===== src/rtl/factorial_accel.sv =====
// factorial_accel: iterative n! coprocessor for the MIPS SoC.
// It does one full-width multiply per cycle, counting down from n, and
// keeps a sticky overflow bit so the caller can tell when n! no longer
// fits in DATA_W bits. It talks to the processor through a start pulse
// and a level done flag.
module factorial_accel #(
  parameter int N_W    = 5,
  parameter int DATA_W = 32
) (
  input  logic              clk,
  input  logic              reset_n,
  input  logic              start,
  input  logic [N_W-1:0]    n,
  output logic              busy,
  output logic              done,
  output logic              error,
  output logic [DATA_W-1:0] result
);

  typedef enum logic {
    IDLE = 1'b0,
    MUL  = 1'b1
  } state_t;

  state_t            state, state_next;
  logic [DATA_W-1:0] acc, acc_next;
  logic [N_W-1:0]    cnt, cnt_next;
  logic              ovf, ovf_next;
  logic              done_next, error_next;
  logic [DATA_W-1:0] result_next;
  logic [2*DATA_W-1:0] prod;

  // Double-width product. Any set bit in the upper half means the
  // running factorial no longer fits in DATA_W bits.
  assign prod = {{DATA_W{1'b0}}, acc} * {{(2*DATA_W-N_W){1'b0}}, cnt};

  // busy is decoded from the state register, so it is still a registered output.
  assign busy = (state == MUL);

  // State and datapath registers. Reset leaves acc at 1, the identity for the product.
  always_ff @(posedge clk or negedge reset_n) begin
    if (!reset_n) begin
      state  <= IDLE;
      acc    <= DATA_W'(1);
      cnt    <= '0;
      ovf    <= 1'b0;
      done   <= 1'b0;
      error  <= 1'b0;
      result <= '0;
    end else begin
      state  <= state_next;
      acc    <= acc_next;
      cnt    <= cnt_next;
      ovf    <= ovf_next;
      done   <= done_next;
      error  <= error_next;
      result <= result_next;
    end
  end

  // Next-state and datapath logic. Every register holds its value unless a transition changes it.
  always_comb begin
    state_next  = state;
    acc_next    = acc;
    cnt_next    = cnt;
    ovf_next    = ovf;
    done_next   = done;
    error_next  = error;
    result_next = result;
    case (state)
      IDLE: begin
        if (start) begin
          state_next = MUL;
          acc_next   = DATA_W'(1);
          cnt_next   = n;
          ovf_next   = 1'b0;
          done_next  = 1'b0;
          error_next = 1'b0;
        end
      end
      MUL: begin
        if (cnt > N_W'(1)) begin
          acc_next = prod[DATA_W-1:0];
          ovf_next = ovf | (|prod[2*DATA_W-1:DATA_W]);
          cnt_next = cnt - N_W'(1);
        end else begin
          result_next = ovf ? {DATA_W{1'b1}} : acc;
          error_next  = ovf;
          done_next   = 1'b1;
          state_next  = IDLE;
        end
      end
      default: state_next = IDLE;
    endcase
  end

endmodule


===== config.mk =====
export PLATFORM = sky130hd
export DESIGN_NAME = factorial_accel
export DESIGN_NICKNAME = d
export VERILOG_FILES = /design/src/rtl/factorial_accel.sv
export SDC_FILE = /design/constraint.sdc
export NUM_CORES = 1
export LEC_CHECK = 0
export CAP_MARGIN = 20
export CORE_MARGIN = 2
export CORE_UTILIZATION = 50
export DETAILED_ROUTE_END_ITERATION = 16
export PLACE_DENSITY = 0.68
export SYNTH_ARGS = -nofsm -noshare
export SYNTH_HDL_FRONTEND = slang
export SYNTH_SLANG_ARGS = --single-unit

===== constraint.sdc =====
create_clock -name clk -period 7.9 [get_ports clk]
set_input_delay 0.79 -clock clk [delete_from_list [all_inputs] [get_ports clk]]
set_output_delay 0.79 -clock clk [all_outputs]
set_load 0.05 [all_outputs]

==> metrics.cfg <==
[floorplanning]
horiz_die_dim_um=131
dieHeight_um=131
rows=46
floorplan.die_area_mm2=0.0172
floorplan.core_area_mm2=0.0158
floorplan.initialDensity=0.510
pin_count=43

[sta]
rsz0062_at_grt=no
fmax_mhz=186
post-route-period-util=0.680
clock-skew-final_ns=0.0158
worst_setup_slack_after_layout_ns=2.53
setup_viol_count_final=0
headroom_to_the_max_slew_limit=0.285
finalWorstPathRequiredPeriod_ns=5.37
transition_time_at_the_pin_with_the_least_slew_margin_ns=1.07
timing.final.max_slew_violations=0
hold_viol_final=0
fin_setup_tns_ns=0

[place]
postPlaceCellArea_mm2=0.00865
io_buffer_count=42
gp_congestion=0.882
dp_slack_ns=2.65
placed_wire_length_estimate_um=14200

[detailed_routing]
drt_iter0_drc=377
routed_wire_length_per_instance_um=16.0
drt_first_pass_iters=5
post_drt_via_cell_ratio=5.45
wl_met2_um=8920
drc=0
routed-via-count=6530
metal3_wl_um=843
drt-met1-wl_um=9100
drt.antenna.violating_nets=0
post_route_wl_um=19200
top_signal_layer_used=met4

[worst_setup_path]
startpoint_type=register
worst-path-max-fanout=36
critPathArrivalTime_ns=5.60
timing.critical_path.to_type=register
required_ns=8.12
ws_path_type=register to register

[synth]
syn_area_mm2=0.00807
synthDistinctLibCells=53
async_reset_ff_frac=1.00
synth_area_per_cell_um2=8.39
syn_nets=1107
synth_top_flop_cell=dfrtp_1
synth_edf_count=0
synthCells=962
postSynthRegisterBits=73
synthesis.yosys.warnings=0
ys_seq_area_frac=0.227

[finish]
post-route-cell-area_mm2=0.00894
flow.area_growth_from_synthesis_pct=10.8
nets=1123
antenna_cells=0
layout_cells_sized_above_1=0.0315

[clock_tree]
postCtsSetupRepairBufs=0
ctsLongestPathBuffers=2
cts_h_tree_depth=3
worstSkewPairLatency_ns=0.35
numClockSinks=73
cts_resizes=0
cts_tree=done
post_cts_hold_buffers=0
total_clock_buffers_created_by_cts=9
clk_pin_slew_worst_paths_ns=0.06
clk_tree_root_cell=clkbuf_16

[global_routing]
grt_antenna_before_repair=0
gr-total-overflow=0
maximum_number_of_pins_on_one_net_before_global_route_repair=74
first_global_vias=6376
grt_first_pass_wirelength_um=32100
global_route.usage.total=0.239

[run_status]
outcome=finished, final reports clean

[worst_hold_path]
timing.hold.worst.class=register to register

[flow_run]
drv_cap=0

## cells in the final DEF (no fill, tap or decap), types with 6 or more instances in the layout
cell	instances
o21ai_0	75
a211oi_1	6
nor3_1	10
nor2_1	56
o21ai_1	7
xor2_1	11
a21o_1	16
nand2_1	107
fa_1	90
dfrtp_1	72
and2_1	122
clkbuf_16	9
o21a_1	8
buf_4	7
o31ai_1	6
clkdlybuf4s50_1	41
or3_1	7
o211ai_1	7
a31oi_1	9
ha_1	47
inv_1	128
xnor2_1	12
a21oi_1	40
nand3_1	38
## stage by stage
stage                     utilization  hold slack, ns  std cells
final                           0.565           0.475       1199
after global routing            0.565           0.502       1199
after CTS                       0.565           0.482       1199
after detailed placement        0.546           0.470       1183
after global placement          0.545           0.460       1182
after floorplan                     -           0.494        962
## worst max-delay path, stage by stage (launching register included)
cell and delay, ns:
dfrtp_1 1.01, and2_1 0.27, fa_1 0.45, fa_1 0.55, inv_1 0.05, fa_1 0.52
inv_1 0.04, ha_1 0.36, a21oi_1 0.18, nand2_1 0.08, o211ai_1 0.45, a211oi_1 0.22
o21a_1 0.26, o311a_1 0.31, o21a_1 0.18, o31ai_1 0.30
## cell usage after synthesis, types with 4 or more instances
master    number  area (µm²)
a31oi_1        9        56.3
dfrtp_1       72        1800
a211oi_1       6        45.0
xnor2_1       12         105
a21o_1        16         120
nor3_1        10        50.1
nand4_1        5        31.3
buf_2          4        20.0
inv_1        128         480
ha_1          47         588
o21bai_1       4        30.0
xor2_1        11        96.3
o21ai_1        7        35.0
o211ai_1       7        52.6
o21ai_0       75         375
a21oi_1       40         200
clkbuf_1      35         131
o21a_1         8        60.1
nand2_1      107         402
nand3_1       39         195
buf_1          4        15.0
nand2b_1       4        25.0
or3_1          7        43.8
o31ai_1        6        45.0
and2_1       122         763
fa_1          90        1800
nor2_1        56         210
## layout make-up
class / count / area (µm²)
fillers: 1478 / 6890
multi-input cells: 717 / 5590
flip-flops and latches: 73 / 1830
repair buffers: 49 / 483
inverters: 128 / 480
well taps: 216 / 270
clock buffers: 10 / 229
clock inverters: 6 / 60.1
## state kept, by name (all words and copies together), names as in the netlist
signal,cells
cnt,5
acc,32
result,32
error,1
busy,1
done,1
ovf,1
## per-layer routing
metal	vias to the layer above	global-route usage
met1	3230	0.339
met3	26	0.0326
met4	0	0.0663
met2	134	0.386
met5	-	0
li1	3140	-
## logic make-up after synthesis
logic type               count (synthesis)  synth area share
flip-flops                              73             0.227
multiplexers                             2           0.00264
buffers and inverters                  172            0.0816
XOR/XNOR                                23            0.0250
AND/OR/NAND/NOR                        363             0.224
adder cells (fa/ha/maj)                137             0.296
AO/OA/AOI/OAI                          192             0.144
## worst paths after layout
check	slack (ns)	cells past startpoint	from	to
max in group asynchronous	6.67	1	reset_n	result[16]
worst max register to register	2.53	15	cnt[3]	acc[29]
min in group asynchronous	0.59	1	reset_n	ovf
worst max-delay path	2.53	15	cnt[3]	acc[29]
worst min register to register	0.48	2	result[18]	result[18]
worst min-delay path	0.48	2	result[18]	result[18]
Power is left out: the tool's default activity adds up to more than one toggle a clock period on the data nets, which glitch-free logic cannot reach.
==> edit: new RTL, same settings <==
Make the reset (`reset_n`) synchronous in one clocked block.
--- a/src/rtl/factorial_accel.sv
+++ b/src/rtl/factorial_accel.sv
@@ -38,7 +38,7 @@
   assign busy = (state == MUL);
 
   // State and datapath registers. Reset leaves acc at 1, the identity for the product.
-  always_ff @(posedge clk or negedge reset_n) begin
+  always_ff @(posedge clk) begin
     if (!reset_n) begin
       state  <= IDLE;
       acc    <= DATA_W'(1);
Function: differs if reset_n is asserted again (counterexample within 4 cycles, from zero or initial values and one cycle with reset_n low); with reset_n held inactive, the same outputs for 10 cycles.
==> edit against the original RTL <==
Maximum frequency fell by 2.3%. Worst hold slack improved by 0.00073 ns. Highest routed layer unchanged. Design area fell by 4.4%. Worst setup slack got worse by 0.12 ns. Critical path depth rose by 1. Synthesized area fell by 4.8%. Largest cell class unchanged. Wire length fell by 7.0%. Sequential cell count did not move. First-iteration DRC count fell by 5.0%.
Power is left out: it rests on default switching activity, and per cell area and clock period it moved more than threefold.
==> edit: results (changes against the original RTL) <==
Run status = completed
Hold Path Origin = done$_SDFFE_PN0P_
Hold depth = 2 (unchanged)
Number of diodes = 0 (unchanged)
Synth warn = 0 (unchanged)
Ys async rst share = 0 (-1.00)
Area of the multi-input gates = 5560 um2 (-0.45%)
Crit-path max cell delay = 1.02 ns
Vias in the first global route = 6,145 (-3.6%)
FF-to-FF setup slack = 2.40 ns (-0.12 ns)
Gate count after technology mapping = 965 (+0.31%)
Synth cell types = 54 (+1.9%)
Min-Delay Endpoint = done$_SDFFE_PN0P_
Clock Skew = 0.0123 ns (-0.00351 ns)
Routability Congestion = 0.874 (-0.91%)
Worst-path maximum fanout = 37 (+2.8%)
Setup crit start = cnt[3]$_SDFFE_PN0P_
HPWL Detailed = 13.3 mm (-6.7%)
Final #Nets = 1,125 (+0.18%)
Filler cells = 1,424 (-3.7%)
Top flop regs = acc (32), result (32), cnt (5)
Least-Margin Pin Slew = 1.06 ns (-0.0115 ns)
Mux share of post-synthesis cell area = 0.00652 (+0.00388)
Pin count of the biggest net entering global routing = 66 (-11%)
DR pass1 iterations = 5 (unchanged)
Worst setup endpoint = ovf$_SDFFE_PN0P_
Setup Buffers After CTS = 0 (unchanged)
Wire per inst = 15.2 um (-4.9%)
WL final = 17.8 mm (-7.0%)
Placed insts = 1,157 (-2.2%)
Num CTS Buffers = 9 (unchanged)
Placed Area = 8220 um2 (-5.0%)
Detailed Route Iter0 Violations = 358 (-5.0%)
Worst-Skew Late Latency = 0.36 ns
XOR/XNOR Fraction of Synth Area = 0.0297 (+0.00469)
Hold Slack = 0.476 ns (+0.000735 ns)
Tmin final = 5.50 ns (+0.125 ns)
Post-synth top cells = 137 x nor2_1, 129 x inv_1, 124 x and2_1, 90 x fa_1, 74 x nand2_1
CP max stage cell = dfxtp_1
Synth area leaders = fa_1 23%, dfxtp_1 19%, and2_1 10%
Worst R2R Path Depth = 16 (+1)
Adder-Cell Fraction of Synth Area = 0.311 (+0.0151)
DR vias/cell = 5.36 (-1.6%)
Crit-path leading delay family = adder cells
Final setup vio count = 0 (unchanged)
Dominant synthesized flop cell = dfxtp_1
First-pass GRT wire length = 30.9 mm (-3.7%)
Max Root-Sink Buffers = 2 (unchanged)
CTS root buffer = clkbuf_16
Gr usage total = 0.237 (-0.00205)
Layout cells sized above 1 = 0.0335 (+0.00197)
Register area share after synthesis = 0.190 (-0.0362)
Area share of the largest cell type after synthesis = 0.235 (+0.0114)
WP data arrival = 5.73 ns (+0.13 ns)
Post_cts resized = 0 (unchanged)
HP Class = register to register
Synth Area in Compound Gates = 0.133 (-0.0108)
==> edit: cell count changes in the layout (fill, tap and decap cells not counted), moves of 5 or more <==
cell | unedited run | this run
dfxtp_1 | 0 | 73
a22oi_1 | 0 | 7
o21a_1 | 8 | 2
nand2_1 | 107 | 73
nand3_1 | 38 | 10
a21oi_1 | 40 | 63
o21ai_0 | 75 | 31
xor2_1 | 11 | 17
nor2_1 | 56 | 137
dfrtp_1 | 72 | 0
nor2b_1 | 2 | 7
==> edit: worst min-delay path, cell delays in order (launching register included) <==
cell and delay, ns:
dfxtp_1 0.31, o21ai_0 0.06, a21oi_1 0.06
==> edit: routing by layer <==
metal	GRT usage	share of wire
met1	0.323	0.45
met2	0.390	0.48
met3	0.0305	0.048
met4	0.0840	0.021
met5	0	0
==> edit: layout make-up <==
class	count	area share
clock buffers	9	0.0264
repair buffers	49	0.0553
well taps	188	0.0275
inverters	130	0.0571
clock inverters	7	0.0117
flip-flops and latches	73	0.171
multi-input cells	717	0.651
